[src/rtl/tic_tac_toe_pkg.sv]
`default_nettype none
// ============================================================================
// Module      : tic_tac_toe_pkg
// Description : Shared turn-sequencer states, board constants, cell decoder.
// Revision    : 1.0 - initial release
// ============================================================================
package tic_tac_toe_pkg;

    localparam int         NUM_CELLS = 9;
    localparam logic [3:0] MAX_CELL  = 4'd8;

    typedef enum logic [2:0] {
        P1_TURN   = 3'd0,
        ISSUE1    = 3'd1,
        P2_TURN   = 3'd2,
        ISSUE2    = 3'd3,
        CHECK     = 3'd4,
        GAME_OVER = 3'd5
    } state_t;

    function automatic logic [NUM_CELLS-1:0] cell_onehot(input logic [3:0] idx);
        return {{(NUM_CELLS-1){1'b0}}, 1'b1} << idx;
    endfunction

endpackage
`default_nettype wire

[src/rtl/commit_debouncer.sv]
`default_nettype none
// ============================================================================
// Module      : commit_debouncer
// Description : Synchronizes and debounces the commit switch; emits one pulse
//               per debounced rising edge.
// Revision    : 1.0 - initial release
// ============================================================================
module commit_debouncer #(
    parameter int DEBOUNCE_CYCLES = 50000,
    parameter int CNT_W           = 16
) (
    input  logic clk,
    input  logic reset,
    input  logic commit,
    output logic commit_pulse
);

    localparam logic [CNT_W-1:0] c_count_last = CNT_W'(DEBOUNCE_CYCLES - 1);
    localparam logic [CNT_W-1:0] c_count_one  = {{(CNT_W-1){1'b0}}, 1'b1};

    logic             r_sync1;
    logic             r_sync2;
    logic [CNT_W-1:0] r_count;
    logic             r_level;
    logic             r_pulse;

    always_ff @(posedge clk or posedge reset) begin
        if (reset) begin
            r_sync1 <= 1'b0;
            r_sync2 <= 1'b0;
            r_count <= '0;
            r_level <= 1'b0;
            r_pulse <= 1'b0;
        end else begin
            r_sync1 <= commit;
            r_sync2 <= r_sync1;
            r_pulse <= 1'b0;
            if (r_sync2 == r_level) begin
                r_count <= '0;
            end else if (r_count == c_count_last) begin
                // Pulse only when the level flips from released to pressed.
                r_level <= ~r_level;
                r_count <= '0;
                r_pulse <= ~r_level;
            end else begin
                r_count <= r_count + c_count_one;
            end
        end
    end

    assign commit_pulse = r_pulse;

endmodule
`default_nettype wire

[src/rtl/turn_sequencer.sv]
`default_nettype none
// ============================================================================
// Module      : turn_sequencer
// Description : Converts cell select + commit into alternating one-hot player
//               write enables, with illegal-move retry and end-of-game freeze.
// Revision    : 1.0 - initial release
// ============================================================================
module turn_sequencer
    import tic_tac_toe_pkg::*;
#(
    parameter int DEBOUNCE_CYCLES = 50000,
    parameter int CNT_W           = 16
) (
    input  logic                 clk,
    input  logic                 reset,
    input  logic [3:0]           cell_sel,
    input  logic                 commit,
    input  logic                 ill_move,
    input  logic                 win,
    input  logic                 no_space,
    output logic [NUM_CELLS-1:0] p1_en,
    output logic [NUM_CELLS-1:0] p2_en,
    output logic                 p1_turn,
    output logic                 p2_turn,
    output logic                 game_over,
    output logic                 illegal,
    output logic                 bad_sel
);

    logic                 w_commit_pulse;
    state_t               r_state;
    state_t               w_next_state;
    logic [3:0]           r_sel_q;
    logic                 r_next_p2;
    logic                 r_p1_turn;
    logic                 r_p2_turn;
    logic                 r_illegal;
    logic                 r_bad_sel;
    logic [NUM_CELLS-1:0] w_p1_en;
    logic [NUM_CELLS-1:0] w_p2_en;
    logic                 w_latch_sel;
    logic                 w_illegal;
    logic                 w_bad_sel;
    logic                 w_sel_valid;

    commit_debouncer #(
        .DEBOUNCE_CYCLES (DEBOUNCE_CYCLES),
        .CNT_W           (CNT_W)
    ) u_commit_debouncer (
        .clk          (clk),
        .reset        (reset),
        .commit       (commit),
        .commit_pulse (w_commit_pulse)
    );

    assign w_sel_valid = (cell_sel <= MAX_CELL);

    always_comb begin
        w_next_state = r_state;
        w_p1_en      = '0;
        w_p2_en      = '0;
        w_latch_sel  = 1'b0;
        w_illegal    = 1'b0;
        w_bad_sel    = 1'b0;
        case (r_state)
            P1_TURN, P2_TURN: begin
                if (w_commit_pulse) begin
                    if (w_sel_valid) begin
                        w_latch_sel  = 1'b1;
                        w_next_state = (r_state == P1_TURN) ? ISSUE1 : ISSUE2;
                    end else begin
                        w_bad_sel = 1'b1;
                    end
                end
            end
            ISSUE1: begin
                w_p1_en = cell_onehot(r_sel_q);
                // A rejected move returns to the same player; the board blocks the write.
                w_illegal    = ill_move;
                w_next_state = ill_move ? P1_TURN : CHECK;
            end
            ISSUE2: begin
                w_p2_en      = cell_onehot(r_sel_q);
                w_illegal    = ill_move;
                w_next_state = ill_move ? P2_TURN : CHECK;
            end
            CHECK: begin
                if (win || no_space) begin
                    w_next_state = GAME_OVER;
                end else begin
                    w_next_state = r_next_p2 ? P2_TURN : P1_TURN;
                end
            end
            GAME_OVER: w_next_state = GAME_OVER;
            default:   w_next_state = P1_TURN;
        endcase
    end

    always_ff @(posedge clk or posedge reset) begin
        if (reset) begin
            r_state   <= P1_TURN;
            r_sel_q   <= 4'd0;
            r_next_p2 <= 1'b0;
            r_p1_turn <= 1'b1;
            r_p2_turn <= 1'b0;
            r_illegal <= 1'b0;
            r_bad_sel <= 1'b0;
        end else begin
            r_state   <= w_next_state;
            r_illegal <= w_illegal;
            r_bad_sel <= w_bad_sel;
            if (w_latch_sel) begin
                r_sel_q <= cell_sel;
            end
            if (r_state == ISSUE1 && !ill_move) begin
                r_next_p2 <= 1'b1;
            end else if (r_state == ISSUE2 && !ill_move) begin
                r_next_p2 <= 1'b0;
            end
            // Turn flags hold through ISSUE/CHECK and change only on arrival.
            case (w_next_state)
                P1_TURN: begin
                    r_p1_turn <= 1'b1;
                    r_p2_turn <= 1'b0;
                end
                P2_TURN: begin
                    r_p1_turn <= 1'b0;
                    r_p2_turn <= 1'b1;
                end
                GAME_OVER: begin
                    r_p1_turn <= 1'b0;
                    r_p2_turn <= 1'b0;
                end
                default: ;
            endcase
        end
    end

    assign p1_en     = w_p1_en;
    assign p2_en     = w_p2_en;
    assign p1_turn   = r_p1_turn;
    assign p2_turn   = r_p2_turn;
    assign game_over = (r_state == GAME_OVER);
    assign illegal   = r_illegal;
    assign bad_sel   = r_bad_sel;

endmodule
`default_nettype wire

[config.mk]
export PLATFORM = sky130hd
export DESIGN_NAME = turn_sequencer
export DESIGN_NICKNAME = d
export VERILOG_FILES = /design/src/rtl/tic_tac_toe_pkg.sv /design/src/rtl/commit_debouncer.sv /design/src/rtl/turn_sequencer.sv
export SDC_FILE = /design/constraint.sdc
export NUM_CORES = 1
export LEC_CHECK = 0
export CAP_MARGIN = 0
export CORE_MARGIN = 4
export CORE_UTILIZATION = 45
export CTS_CLUSTER_SIZE = 20
export DETAILED_ROUTE_END_ITERATION = 10
export PLACE_DENSITY = 0.68
export SYNTH_ARGS = -nofsm -noshare
export SYNTH_HDL_FRONTEND = slang
export SYNTH_SLANG_ARGS = --single-unit
[constraint.sdc]
create_clock -name clk -period 5.6 [get_ports clk]
set_clock_uncertainty 0.05 [all_clocks]
set_input_delay 0.56 -clock clk [delete_from_list [all_inputs] [get_ports clk]]
set_output_delay 0.56 -clock clk [all_outputs]
set_load 0.005 [all_outputs]
==> reports/results.txt <==
outcome = finished clean
clock buffer count from CTS = 5
Warnings, synthesis = 0
Final Util = 59.9%
RSZ-0062 raised after global routing = false
GPL Wtd Cong = 0.794
Layout area overhead = 27.4%
CP max stage cell = clkdlybuf4s50_1
Synth cell types = 33
Initial Utilization = 47.0%
Switch Pwr = 0.000154 W
FF+latch count, synth = 32
Yosys top cell area share = 49.1%
GRT Total Usage = 16.6%
DR vias = 1276
die width = 67.3 um
Longest Clk Path Bufs = 2
Final Hold Viols = 0
routed wire length = 3260 um
clk sinks = 32
antenna cells = 0
FILL cells = 295
commonest cells after routing, fill and taps aside = nor2_1 (36), clkdlybuf4s50_1 (32), dfrtp_1 (31), xnor2_1 (13)
CP arrival = 2.01 ns
R2R Path Start = u_commit_debouncer.r_count[0]
site row count = 21
largest cells by area after synthesis = dfrtp_1 (49%), nor2_1 (8.6%), xnor2_1 (7.2%)
CP max FO = 7
drt drc = 0
Fmax achieved = 382 MHz
Max Transition Viols Final = 0
CP Capture Type = output port
final cell count without fillers = 247
Vias per Instance = 5.17
combinational group share of total power = 19.2%
die span in y = 67.3 um
Slew headroom = 43.6%
design area = 0.00201 mm^2
post-synthesis sequential area ratio = 50.8%
Final Critical Period = 2.62 ns
critical path class = reg -> out
most common cell after layout, fill and taps aside = nor2_1
critical path cell sequence = nand2b_1 -> nor2_1 -> nand2_1 -> nor3_1 -> clkdlybuf4s50_1
CP peak stage delay = 0.54 ns
Clock H-tree levels = 2
syn avg cell area = 9.75 um^2
grt total ovfl = 0
worst-margin pin slew = 0.843 ns
area of the multi-input gates = 754 um^2
IO Pins = 33
Core Area = 0.00336 mm^2
DRT antenna net count = 0
worst vdd ir = 165 uV
Internal = 0.000355 W
largest net degree at the start of global routing = 33
area leader, netlist = dfrtp_1
Clk pin slew, worst setup/hold paths = 0.11 ns
DR pass1 iterations = 4
switching part of the total = 30.2%
clock power share = 25.5%
P_leak = 0.812 nW
Final #Nets = 211
syn nets = 173
Placed Cells = 239
worst skew pair latency = 0.34 ns
Avg WL per Cell = 13.2 um
Storage cell area = 802 um^2
Flop pwr share = 55.3%
Post-Syn Instances = 162
Root Driver = clkbuf_4
worst min path class = reg -> reg
die area = 0.00452 mm^2
postcts setup bufs = 0
initial antenna violation count = 0
share of layout cells above drive strength 1 = 9.45%
setup TNS = 0 ns
fin crit share = 46.8%
post-place instance area = 0.00196 mm^2
critical path required time = 4.99 ns
crit start category = flip-flop
I/O Buffers = 32
PD cells = 253 mW/mm^2
MaxCap Viol Count = 0
CTS hold repair buffers = 0
Post-Syn Area = 0.00158 mm^2
CP Launch Point = r_state[2]
vias in the first global route = 1289
first-pass GRT wire length = 5620 um
min-delay src = u_commit_debouncer.r_sync1
DPL Wire Length = 2480 um
final setup fails = 0
First DRT Iteration DRCs = 55
cells resized by post-CTS repair = 0
TritonCTS clock tree = yes
## power groups by stage
stage | combinational [W] | clock (W) | sequential, W
2_1_floorplan | 0.0000621 | 0 | 0.000275
3_3_place_gp | 0.0000972 | 0 | 0.000285
3_5_place_dp | 0.0000996 | 0 | 0.000287
4_1_cts | 0.000100 | 0.000133 | 0.000282
5_1_grt | 0.000111 | 0.000146 | 0.000287
6_report | 0.0000978 | 0.000129 | 0.000281
## area by class of cell
class / instances / area share (%)
Sequential cell: 32 / 39.8
Multi-Input combinational cell: 124 / 37.5
Timing Repair Buffer: 33 / 16.3
Tap cell: 46 / 2.86
Clock buffer: 5 / 1.86
Clock inverter: 3 / 0.932
Inverter: 4 / 0.746
## path summary, 6_finish.rpt
path / endpoint / slack (ns) / cells after the start
max: p1_en[4] / 2.98 / 5
min: u_commit_debouncer.r_sync2 / 0.31 / 0
max reg2reg: u_commit_debouncer.r_count[2] / 3.51 / 4
min reg2reg: u_commit_debouncer.r_sync2 / 0.31 / 0
max in group asynchronous: p1_turn / 4.64 / 3
min in group asynchronous: u_commit_debouncer.r_count[6] / 0.54 / 3
## state kept, by name, indices dropped and copies added, names as in the netlist
signal and count:
bad_sel 1, illegal 1, p1_turn 1, p2_turn 1
r_next_p2 1, r_sel_q 4, r_state 3, u_commit_debouncer.commit_pulse 1
u_commit_debouncer.r_count 16, u_commit_debouncer.r_level 1, u_commit_debouncer.r_sync1 1, u_commit_debouncer.r_sync2 1
## metal layers
metal / track usage (%) / vias to the layer above / wire [um] / part of all wire (%)
li1: - / 633 / - / -
met1: 19.6 / 608 / 1450 / 45
met2: 28.1 / 30 / 1620 / 50
met3: 5.32 / 5 / 156 / 4.8
met4: 6.58 / 0 / 34 / 1.0
met5: 0 / - / 0 / 0
## synth_stat cells, drive strengths merged
cell type and count:
ha 1, dfrtp 31, nor3b 1, and2 2, nor2b 4, nand2 11, xnor2 13, nor2 36
buf 1, or4 1, inv 4, nand3b 1, and3 1, o21ai 3, o31ai 2, nor3 11
nand4 3, clkbuf 1, a21boi 1, nand2b 7, dfstp 1, a211oi 1, mux2 5, xor2 2
o41ai 1, nand3 9, nor4 6, o22a 1, or3 1
## cell families (layout without fill, tap and decap cells)
kind of cell	count (synthesis)	count (layout)	share of synthesized area, %
flip-flops	32	32	50.8
multiplexers	5	5	3.80
AND/OR/NAND/NOR	94	94	29.7
adder cells (fa/ha/maj)	1	1	0.792
buffers and inverters	6	45	1.50
AO/OA/AOI/OAI	9	9	5.15
XOR/XNOR	15	15	8.31
## worst max-delay path, delay by kind of cell (launching register included)
| family | cells | cell delay, ns |
|---|---|---|
| flops | 1 | 0.45 |
| buf+inv | 1 | 0.54 |
| simple gates | 4 | 0.68 |
## through the flow
step | total power [W] | hold WS (ns) | setup WS [ns]
global route | 0.000544 | 0.316 | 2.80
floorplan | 0.000337 | 0.281 | 3.76
global placement | 0.000383 | 0.286 | 3.32
finish | 0.000509 | 0.308 | 2.98
detailed placement | 0.000386 | 0.290 | 3.32
CTS | 0.000515 | 0.312 | 2.96
(Power assumes the default switching activity.)
